===== config.mk =====
export PLATFORM = sky130hd
export DESIGN_NAME = dco_multi_flat
export DESIGN_NICKNAME = d
export VERILOG_FILES = /design/src/rtl/dco_multi_if.sv /design/src/rtl/dco_multi.sv /design/src/flat_wrapper.sv
export SDC_FILE = /design/constraint.sdc
export NUM_CORES = 1
export LEC_CHECK = 0
export BUFFER_PORTS_ARGS = -buffer_cell sky130_fd_sc_hd__buf_2
export CORE_MARGIN = 10
export CORE_UTILIZATION = 40
export DETAILED_ROUTE_END_ITERATION = 8
export PLACE_DENSITY_LB_ADDON = 0.25
export RECOVER_POWER = 25
export SYNTH_ARGS = -nofsm -noshare
export SYNTH_HDL_FRONTEND = slang
export SYNTH_SLANG_ARGS = --single-unit

===== constraint.sdc =====
create_clock -name clk -period 2.7 [get_ports clk]
set_clock_uncertainty 0.05 [all_clocks]
set_input_delay 0 -clock clk [delete_from_list [all_inputs] [get_ports clk]]
set_output_delay 0 -clock clk [all_outputs]
set_load 0.02 [all_outputs]

===== src/rtl/dco_multi_if.sv =====
// dco_multi_if -- half-period code request channel for dco_multi.
//
// Signals:
//   code_valid  request present
//   code_ch     target channel, max(1, $clog2(NUM_CH)) bits
//   code        requested half-period count, CNT_W bits
//   code_ready  request can be accepted this cycle
//
// Modports: master (code source), slave (dco_multi).
interface dco_multi_if #(
    parameter int CNT_W  = 8,
    parameter int NUM_CH = 2
);
    localparam int CH_W = (NUM_CH > 1) ? $clog2(NUM_CH) : 1;

    logic             code_valid;
    logic [CH_W-1:0]  code_ch;
    logic [CNT_W-1:0] code;
    logic             code_ready;

    modport master (
        output code_valid,
        output code_ch,
        output code,
        input  code_ready
    );

    modport slave (
        input  code_valid,
        input  code_ch,
        input  code,
        output code_ready
    );
endinterface


===== src/rtl/dco_multi.sv =====
// dco_multi -- multi-channel digitally controlled oscillator.
//
// Generates NUM_CH independent square waves from clk. A shared prescaler
// produces a tick every presc+1 enabled clocks; each channel counts ticks up
// to its active half-period H and toggles its output when the count hits H.
// New half-period codes arrive over a valid/ready channel, are held in a
// per-channel shadow register and only take effect at that channel's next
// toggle boundary, so the output never glitches.
//
// Ports:
//   clk           system clock, rising edge
//   rst           asynchronous active-high reset
//   en            global enable; low freezes prescaler, counters, outputs
//   presc         prescaler divide value (tick period = presc+1 clk)
//   sync          phase-align pulse (only with DCO_PHASE_SYNC_EN defined)
//   code_if       code request channel (slave modport)
//   dco_out       oscillator outputs
//   toggle_pulse  one-clk strobe per channel when dco_out changes
//   pending       shadow register holds an unapplied code
//
// Optional feature macro: DCO_PHASE_SYNC_EN adds the sync input, which
// clears all counters and outputs and applies pending shadows at once.
module dco_multi #(
    parameter int CNT_W   = 8,
    parameter int NUM_CH  = 2,
    parameter int PRESC_W = 4,
    parameter int RST_HP  = 50
) (
    input  logic               clk,
    input  logic               rst,
    input  logic               en,
    input  logic [PRESC_W-1:0] presc,
`ifdef DCO_PHASE_SYNC_EN
    input  logic               sync,
`endif
    dco_multi_if.slave         code_if,
    output logic [NUM_CH-1:0]  dco_out,
    output logic [NUM_CH-1:0]  toggle_pulse,
    output logic [NUM_CH-1:0]  pending
);

    localparam int CH_W    = (NUM_CH > 1) ? $clog2(NUM_CH) : 1;
    localparam int CH_SPAN = 2 ** CH_W;

    logic               sync_now;
    logic [PRESC_W-1:0] pc;
    logic               tick;
    logic               accept;
    logic [CH_SPAN-1:0] pend_ext;

`ifdef DCO_PHASE_SYNC_EN
    always_comb sync_now = sync;
`else
    always_comb sync_now = 1'b0;
`endif

    // ------------------------------------------------------------------
    // Prescaler. The >= compare means lowering presc below the current
    // count produces a tick immediately instead of wrapping the counter.
    // ------------------------------------------------------------------
    always_comb tick = en && (pc >= presc);

    always_ff @(posedge clk or posedge rst) begin
        if (rst) begin
            pc <= '0;
        end else if (sync_now || tick) begin
            pc <= '0;
        end else if (en) begin
            pc <= pc + 1'b1;
        end
    end

    // ------------------------------------------------------------------
    // Handshake. Channel indices beyond NUM_CH (only reachable when NUM_CH
    // is not a power of two) read as never-pending, so such requests are
    // accepted and match no channel.
    // ------------------------------------------------------------------
    for (genvar g = 0; g < CH_SPAN; g++) begin : g_pend
        if (g < NUM_CH) begin : g_in
            always_comb pend_ext[g] = pending[g];
        end else begin : g_out
            always_comb pend_ext[g] = 1'b0;
        end
    end

    always_comb code_if.code_ready = !pend_ext[code_if.code_ch];
    always_comb accept             = code_if.code_valid && code_if.code_ready;

    // ------------------------------------------------------------------
    // Channels
    // ------------------------------------------------------------------
    for (genvar g = 0; g < NUM_CH; g++) begin : g_ch
        logic [CNT_W-1:0] cnt_q, cnt_nx;
        logic [CNT_W-1:0] hp_q, hp_nx;
        logic [CNT_W-1:0] sh_q, sh_nx;
        logic             pend_q, pend_nx;
        logic             dco_q, dco_nx;
        logic             tp_q;
        logic             acc_ch;
        logic             bnd;

        always_comb acc_ch = accept && (code_if.code_ch == CH_W'(g));

        // A stopped channel (H=0) treats every tick as a boundary so that
        // a queued code can restart it on the very next tick.
        always_comb bnd = tick && ((hp_q == '0) || (cnt_q == hp_q));

        always_comb begin
            cnt_nx  = cnt_q;
            hp_nx   = hp_q;
            sh_nx   = sh_q;
            pend_nx = pend_q;
            dco_nx  = dco_q;

            if (sync_now) begin
                cnt_nx = '0;
                dco_nx = 1'b0;
                if (pend_q) begin
                    hp_nx   = sh_q;
                    pend_nx = 1'b0;
                end
            end else if (bnd) begin
                cnt_nx = '0;
                if (pend_q) begin
                    hp_nx   = sh_q;
                    pend_nx = 1'b0;
                end
                // The toggle is decided by the old H: a stopped channel
                // restarting does not toggle, a running one does unless the
                // new code stops it, in which case the output is parked low.
                if (pend_q && (sh_q == '0)) begin
                    dco_nx = 1'b0;
                end else if (hp_q != '0) begin
                    dco_nx = !dco_q;
                end
            end else if (tick) begin
                cnt_nx = cnt_q + 1'b1;
            end

            // pend_q is still clear on the accept cycle, so a same-cycle
            // boundary above used the old H and this code waits.
            if (acc_ch) begin
                sh_nx   = code_if.code;
                pend_nx = 1'b1;
            end
        end

        always_ff @(posedge clk or posedge rst) begin
            if (rst) begin
                cnt_q  <= '0;
                hp_q   <= CNT_W'(RST_HP);
                sh_q   <= '0;
                pend_q <= 1'b0;
                dco_q  <= 1'b0;
                tp_q   <= 1'b0;
            end else begin
                cnt_q  <= cnt_nx;
                hp_q   <= hp_nx;
                sh_q   <= sh_nx;
                pend_q <= pend_nx;
                dco_q  <= dco_nx;
                tp_q   <= (dco_nx != dco_q);
            end
        end

        always_comb dco_out[g]      = dco_q;
        always_comb toggle_pulse[g] = tp_q;
        always_comb pending[g]      = pend_q;
    end

endmodule


===== src/flat_wrapper.sv =====
// flat-port wrapper written by rule: the top's interface ports become plain ports
module dco_multi_flat 
#(
    parameter int CNT_W   = 8,
    parameter int NUM_CH  = 2,
    parameter int PRESC_W = 4,
    parameter int RST_HP  = 50
)
  (clk, rst, en, presc, dco_out, toggle_pulse, pending, code_if_code_valid, code_if_code_ch, code_if_code, code_if_code_ready);
  dco_multi_if #(.CNT_W(CNT_W), .NUM_CH(NUM_CH)) code_if_i ();
  input  logic clk;
  input  logic rst;
  input  logic en;
  input  logic [PRESC_W-1:0] presc;
  output logic [NUM_CH-1:0] dco_out;
  output logic [NUM_CH-1:0] toggle_pulse;
  output logic [NUM_CH-1:0] pending;
  input wire logic [$bits(code_if_i.code_valid)-1:0] code_if_code_valid;
  input wire logic [$bits(code_if_i.code_ch)-1:0] code_if_code_ch;
  input wire logic [$bits(code_if_i.code)-1:0] code_if_code;
  output wire logic [$bits(code_if_i.code_ready)-1:0] code_if_code_ready;
  assign code_if_i.code_valid = code_if_code_valid;
  assign code_if_i.code_ch = code_if_code_ch;
  assign code_if_i.code = code_if_code;
  assign code_if_code_ready = code_if_i.code_ready;
  dco_multi #(.CNT_W(CNT_W), .NUM_CH(NUM_CH), .PRESC_W(PRESC_W), .RST_HP(RST_HP)) u_core (.clk(clk), .rst(rst), .en(en), .presc(presc), .code_if(code_if_i), .dco_out(dco_out), .toggle_pulse(toggle_pulse), .pending(pending));
endmodule

== Word level (Yosys, flattened, before mapping) ==
Index checks and enable logic that the tools add are counted.
Cells by class
  $add $sub $neg: 3
  $lt $le $gt $ge: 2
  equality and inequality tests: 4
  mux-type cells: 18
  bitwise gates (word level): 1
  reductions and logical operators: 26
Operator list (number)
  8-bit zero test: 4
  8-bit 2-to-1 mux: 4
  8-bit by 1-bit adder with 8-bit output (second input constant): 2
  8-bit equality test: 2
  8-bit nonzero test: 2
  1-bit 2-to-1 mux: 12
  2-bit nonzero test: 5
  1-bit logical AND: 8
  4-bit 2-to-1 mux: 2
  4-bit by 1-bit adder with 4-bit output (second input constant): 1
  4-bit greater-or-equal comparator: 1
  2-bit AND reduction: 2
  1-bit zero test: 3
  1-bit logical OR: 2
  1-bit by 2-bit < comparator with 1-bit output (second input constant): 1
  1-bit != test: 2
  1-bit NOT: 1
Storage, ports and cells
  register bits after elaboration: 58
  input bits: 17
  output and inout bits: 7
  logic and storage cells: 67

== Longest topological paths before layout ==
  depth after elaboration: 6
  mapped depth: 8

== Least setup slack after synthesis ==
OpenSTA, ideal clock, no wires.
  path type: reg2reg
  from: register u_core.pc[2]
  to: register u_core.g_ch[0].hp_q[0]
  library setup time: 125 ps
  arrival: 1703 ps
  data required time: 2525 ps
  setup slack: 822 ps
  stages on the path, launching flop included: 8
  path buffers: 1
  clock period less this slack: 1878 ps
  path through: dfrtp_1 > ha_1 > o21ai_0 > nand2b_1 > and3_1 > buf_2 > nand3_4 > mux2_2
Between the ends
  longest elaborated chain between the ends: 4
RTL lines
  start, declared: RTL line dco_multi.sv:46  | logic [PRESC_W-1:0] pc;
  start signal, assigned: RTL line dco_multi.sv:69  | pc <= pc + 1'b1;
  4-bit greater-or-equal comparator: RTL line dco_multi.sv:61  | always_comb tick = en && (pc >= presc);
  1-bit logical AND: RTL line dco_multi.sv:61
  1-bit logical AND: RTL line dco_multi.sv:106  | always_comb bnd = tick && ((hp_q == '0) || (cnt_q == hp_q));
  2-bit AND reduction (no line)
  end signal, assigned: RTL line dco_multi.sv:151  | hp_q <= CNT_W'(RST_HP);
  end signal, assigned: RTL line dco_multi.sv:158  | hp_q <= hp_nx;
  end, declared: RTL line dco_multi.sv:94  | logic [CNT_W-1:0] hp_q, hp_nx;
Every way passes these cells.
A chain may end at the register's enable or synchronous reset.

== Final worst setup path ==
  from: register u_core.pc[0]
  to: register u_core.g_ch[1].cnt_q[7]
Between the ends
  longest elaborated chain between the ends: 4
  elaborated cells on any way between the ends: 5
  classes of those cells: order compare: 1; mux: 1; reduce/logical: 3
RTL lines
  4-bit greater-or-equal comparator *: RTL line dco_multi.sv:61
  1-bit logical AND *: RTL line dco_multi.sv:61
  1-bit logical AND: RTL line dco_multi.sv:106
  8-bit 2-to-1 mux / 2-bit nonzero test (equally long branches)
  end signal, assigned: RTL line dco_multi.sv:157  | cnt_q <= cnt_nx;
  end, declared: RTL line dco_multi.sv:93  | logic [CNT_W-1:0] cnt_q, cnt_nx;
Mark *: on every way between the ends. The rest lies on a longest branch, timed or not.

==> flow_summary.yaml <==
status:
  status: "completed"
setup_path:
  start_kind: "flop"
  cp_max_fo: 14
  cp.depth: 7
  worstRegToRegCells: 7
  rrSetupSlack_ns: 0.51
  r2r-start: "u_core.pc[0]"
  critical-path-top-delay-family: "simple AND/OR/NAND/NOR gates"
  crit_chain: "inv_1, ha_1, nor2b_1, o21ai_0, nand3_1, nor2_2, a221o_1"
  worstPathRequired_ns: 2.87
  critPathKind: "reg -> reg"
  path_buf_inv: 1
  crit_slowest_cell: "nand3_1"
  cpPeakStageDelay_ns: 0.48
  reg2reg_to: "u_core.g_ch[1].cnt_q[7]"
  critPathArrivalTime_ns: 2.36
  endpoint_kind: "flop"
floorplanning:
  pin_count: 24
  fp-row-count: 31
  die_w_um: 105.9
  dieHeight_um: 105.9
  start_util_pct: 40.93
  coreArea_um2: 7214
  dieArea_um2: 11220
power_and_ir_drop:
  p_sw_share_pct: 34.37
  power_frac_seq_pct: 42.6
  powerDensity_nw_per_um2: 1084
  clkPwrFrac_pct: 24.9
  p_total_mw: 3.773
  peakVddDrop_mv: 0.5357
  p_comb_share_pct: 32.5
  internal_power_mw: 2.477
  cellLeakagePower_nw: 1.538
  switchingPower_mw: 1.297
route:
  routed-via-count: 2012
  drtIter0Drc: 54
  wirelength_um: 5807
  dr.pass1.iters: 6
  wl_per_cell_um: 14.45
  ant_nets: 0
  vias_per_cell: 5.005
  drc_errors: 0
clock_tree:
  ctsLongestPathBuffers: 2
  cts-root-buf: "clkbuf_8"
  cts_buffers: 9
  clk-insertion-delay-late_ns: 0.34
  htree_num_levels: 3
  cts.clk_slew.worst_paths_ns: 0.07
  cts_tree: "built"
  cts.sinks: 58
sta:
  setup_ws_ns: 0.5126
  setup_violations: 0
  tns_ns: 0
  fmax_ghz: 0.4572
  final_hold_viol_count: 0
  rsz0062_at_grt: "false"
  worstMarginPinSlew_ns: 1.020
  period_needed_ns: 2.187
  post-route-period-util_pct: 81.01
  slew_viol_final: 0
  relSlewSlack_pct: 32.03
global_route:
  grt_max_degree: 42
  grt_pass1_wl_um: 10070
  antenna_found_initial: 0
  grt_overflow: 0
  grt.total_usage_pct: 11.06
  grt_pass1_vias: 2079
layout:
  drive_gt1_share_pct: 28.71
  antennaDiodeCount: 0
  nets: 322
  syn_to_final_growth_pct: 17.88
  finish.utilization_pct: 48.25
synthesis:
  synth.distinct_cells: 36
  ys_async_sr_fraction_pct: 100.0
  yosys.area_share.simple_pct: 15.42
  synthFlopType: "dfrtp_1"
  synth_edf_count: 0
  syn_nets: 284
  synth-compound-area-share_pct: 9.322
  yosysWarnings: 0
  synthAdderAreaFrac_pct: 2.966
  syn-cell-area_um2: 2953
  syn_avg_cell_area_um2: 11.36
  ys_seq_elements: 58
  synth_top_family_by_area: "simple AND/OR/NAND/NOR gates"
  muxShareOfSynthArea_pct: 14.32
  syn_inst: 260
  yosys.area_share.xor_xnor_pct: 5.339
  ys_seq_area_share_pct: 49.41
worst_hold_path:
  min_path_cells: 3
  worstHoldStart: "code_if_code_ch"
  hold_class: "in -> reg"
  hold_path_end: "u_core.g_ch[0].pend_q"
place:
  pre_cts_ws_ns: 0.5228
  place_congestion: 0.7530
  dp_hpwl_um: 4213
  io_buffer_count: 23
job:
  cap_violations: 0
## cell usage after synthesis, drive strengths merged, types with 2 or more instances
library cell / n / share of area (%)
nor3: 3 / 0.51
nor3b: 3 / 0.93
nand2b: 2 / 0.42
nor4: 6 / 1.3
nand4: 5 / 1.1
mux2i: 4 / 1.4
a21o: 2 / 0.51
ha: 7 / 3.0
inv: 11 / 1.4
dfrtp: 52 / 44
a22o: 4 / 1.2
o21ai: 16 / 3.5
a221o: 8 / 2.7
nor2b: 7 / 1.5
a21oi: 2 / 0.34
or2: 4 / 0.85
and3: 5 / 1.1
nand2: 20 / 2.5
dfstp: 6 / 5.3
buf: 7 / 1.7
nand3: 7 / 2.0
xnor2: 18 / 5.3
nor2: 20 / 2.7
mux2: 34 / 13
## worst min-delay path, delay by kind of cell
family                 cells  cell delay (ns)
and+or+nand+nor            1             0.12
buffers and inverters      1             0.12
AOI/OAI and AO/OA          1             0.17
## routing by layer
| metal | wire [um] | vias up | global-route usage (%) |
|---|---|---|---|
| li1 | - | 999 | - |
| met1 | 2847 | 977 | 13.99 |
| met2 | 2642 | 28 | 16.92 |
| met3 | 230 | 8 | 3.019 |
| met4 | 86 | 0 | 5.803 |
| met5 | 0 | - | 0 |
## area by class of cell
class,instances,area [um2]
well taps,99,123.9
fillers,701,3734
clock inverters,4,72.57
flip-flops and latches,58,1459
inverters,11,41.29
clock buffers,12,165.2
repair buffers,35,220.2
multi-input cells,183,1399
## placed cells by master, fill, tap and decap left out, types with 2 or more instances in the layout
cell and n:
nand2b_1 2, mux2i_1 4, buf_2 17, clkbuf_8 12, inv_1 11, ha_1 7, o21ai_0 14, mux2_2 34
xnor2_1 18, dfrtp_1 52, dlygate4sd3_1 10, clkbuf_1 6, a21oi_1 2, nor2_1 18, bufinv_16 2, or2_2 4
nor4_1 6, nor3_1 3, nand3_1 5, nor2_2 2, nor3b_1 2, a221o_1 8, a22o_1 4, and3_1 5
o21ai_4 2, nand2_1 20, dfstp_2 6, nand3_4 2, a21o_1 2, nand4_1 5, nor2b_1 7
## cell families after synthesis
family                   after synthesis
buffers and inverters                 19
multiplexers                          38
AND/OR/NAND/NOR                       84
adder cells (fa/ha/maj)                7
XOR/XNOR                              18
AO/OA/AOI/OAI                         36
flip-flops                            58
## worst max path at each step
stage / slack [ns] / from / to
2_1_floorplan: 0.82 / u_core.pc[2] / u_core.g_ch[0].hp_q[0]
4_1_cts: 0.51 / u_core.pc[0] / u_core.g_ch[1].cnt_q[7]
3_3_place_gp: 0.55 / u_core.pc[0] / u_core.g_ch[1].cnt_q[7]
6_report: 0.51 / u_core.pc[0] / u_core.g_ch[1].cnt_q[7]
3_5_place_dp: 0.52 / u_core.pc[0] / u_core.g_ch[1].cnt_q[7]
5_1_grt: 0.34 / u_core.pc[0] / u_core.g_ch[0].cnt_q[0]
## power groups by stage
stage                     Combinational [mW]  Clock (mW)  Sequential [mW]
final                                   1.23       0.940             1.61
after global routing                    1.38        1.00             1.67
after CTS                               1.25       0.962             1.61
after detailed placement                1.23           0             1.63
after global placement                  1.21           0             1.62
after floorplan                         1.05           0             1.51
## sequential cells by signal, indices dropped and copies added, names as in the netlist
register / cells
u_core.g_ch.cnt_q: 16
u_core.g_ch.hp_q: 16
u_core.g_ch.sh_q: 16
u_core.pc: 4
u_core.g_ch.dco_q: 2
u_core.g_ch.pend_q: 2
u_core.g_ch.tp_q: 2
## through the flow
step / cells / hold slack [ns] / instance area (um2)
floorplan: 260 / 0.03982 / 2953
global placement: 376 / -0.04904 / 3153
detailed placement: 376 / -0.03906 / 3153
CTS: 402 / 0.04531 / 3491
global route: 402 / 0.06233 / 3481
finish: 402 / 0.05932 / 3481
## what timing repair did
| action | 4_1_cts | 5_1_grt |
|---|---|---|
| endpoints found under the setup margin | 0 | 0 |
| endpoints found under the hold margin | 37 | 0 |
| gates resized for setup | 0 | 0 |
| setup buffers | 0 | 0 |
| hold buffers | 10 | 0 |
Note: power is estimated with default switching activity, not from simulation.
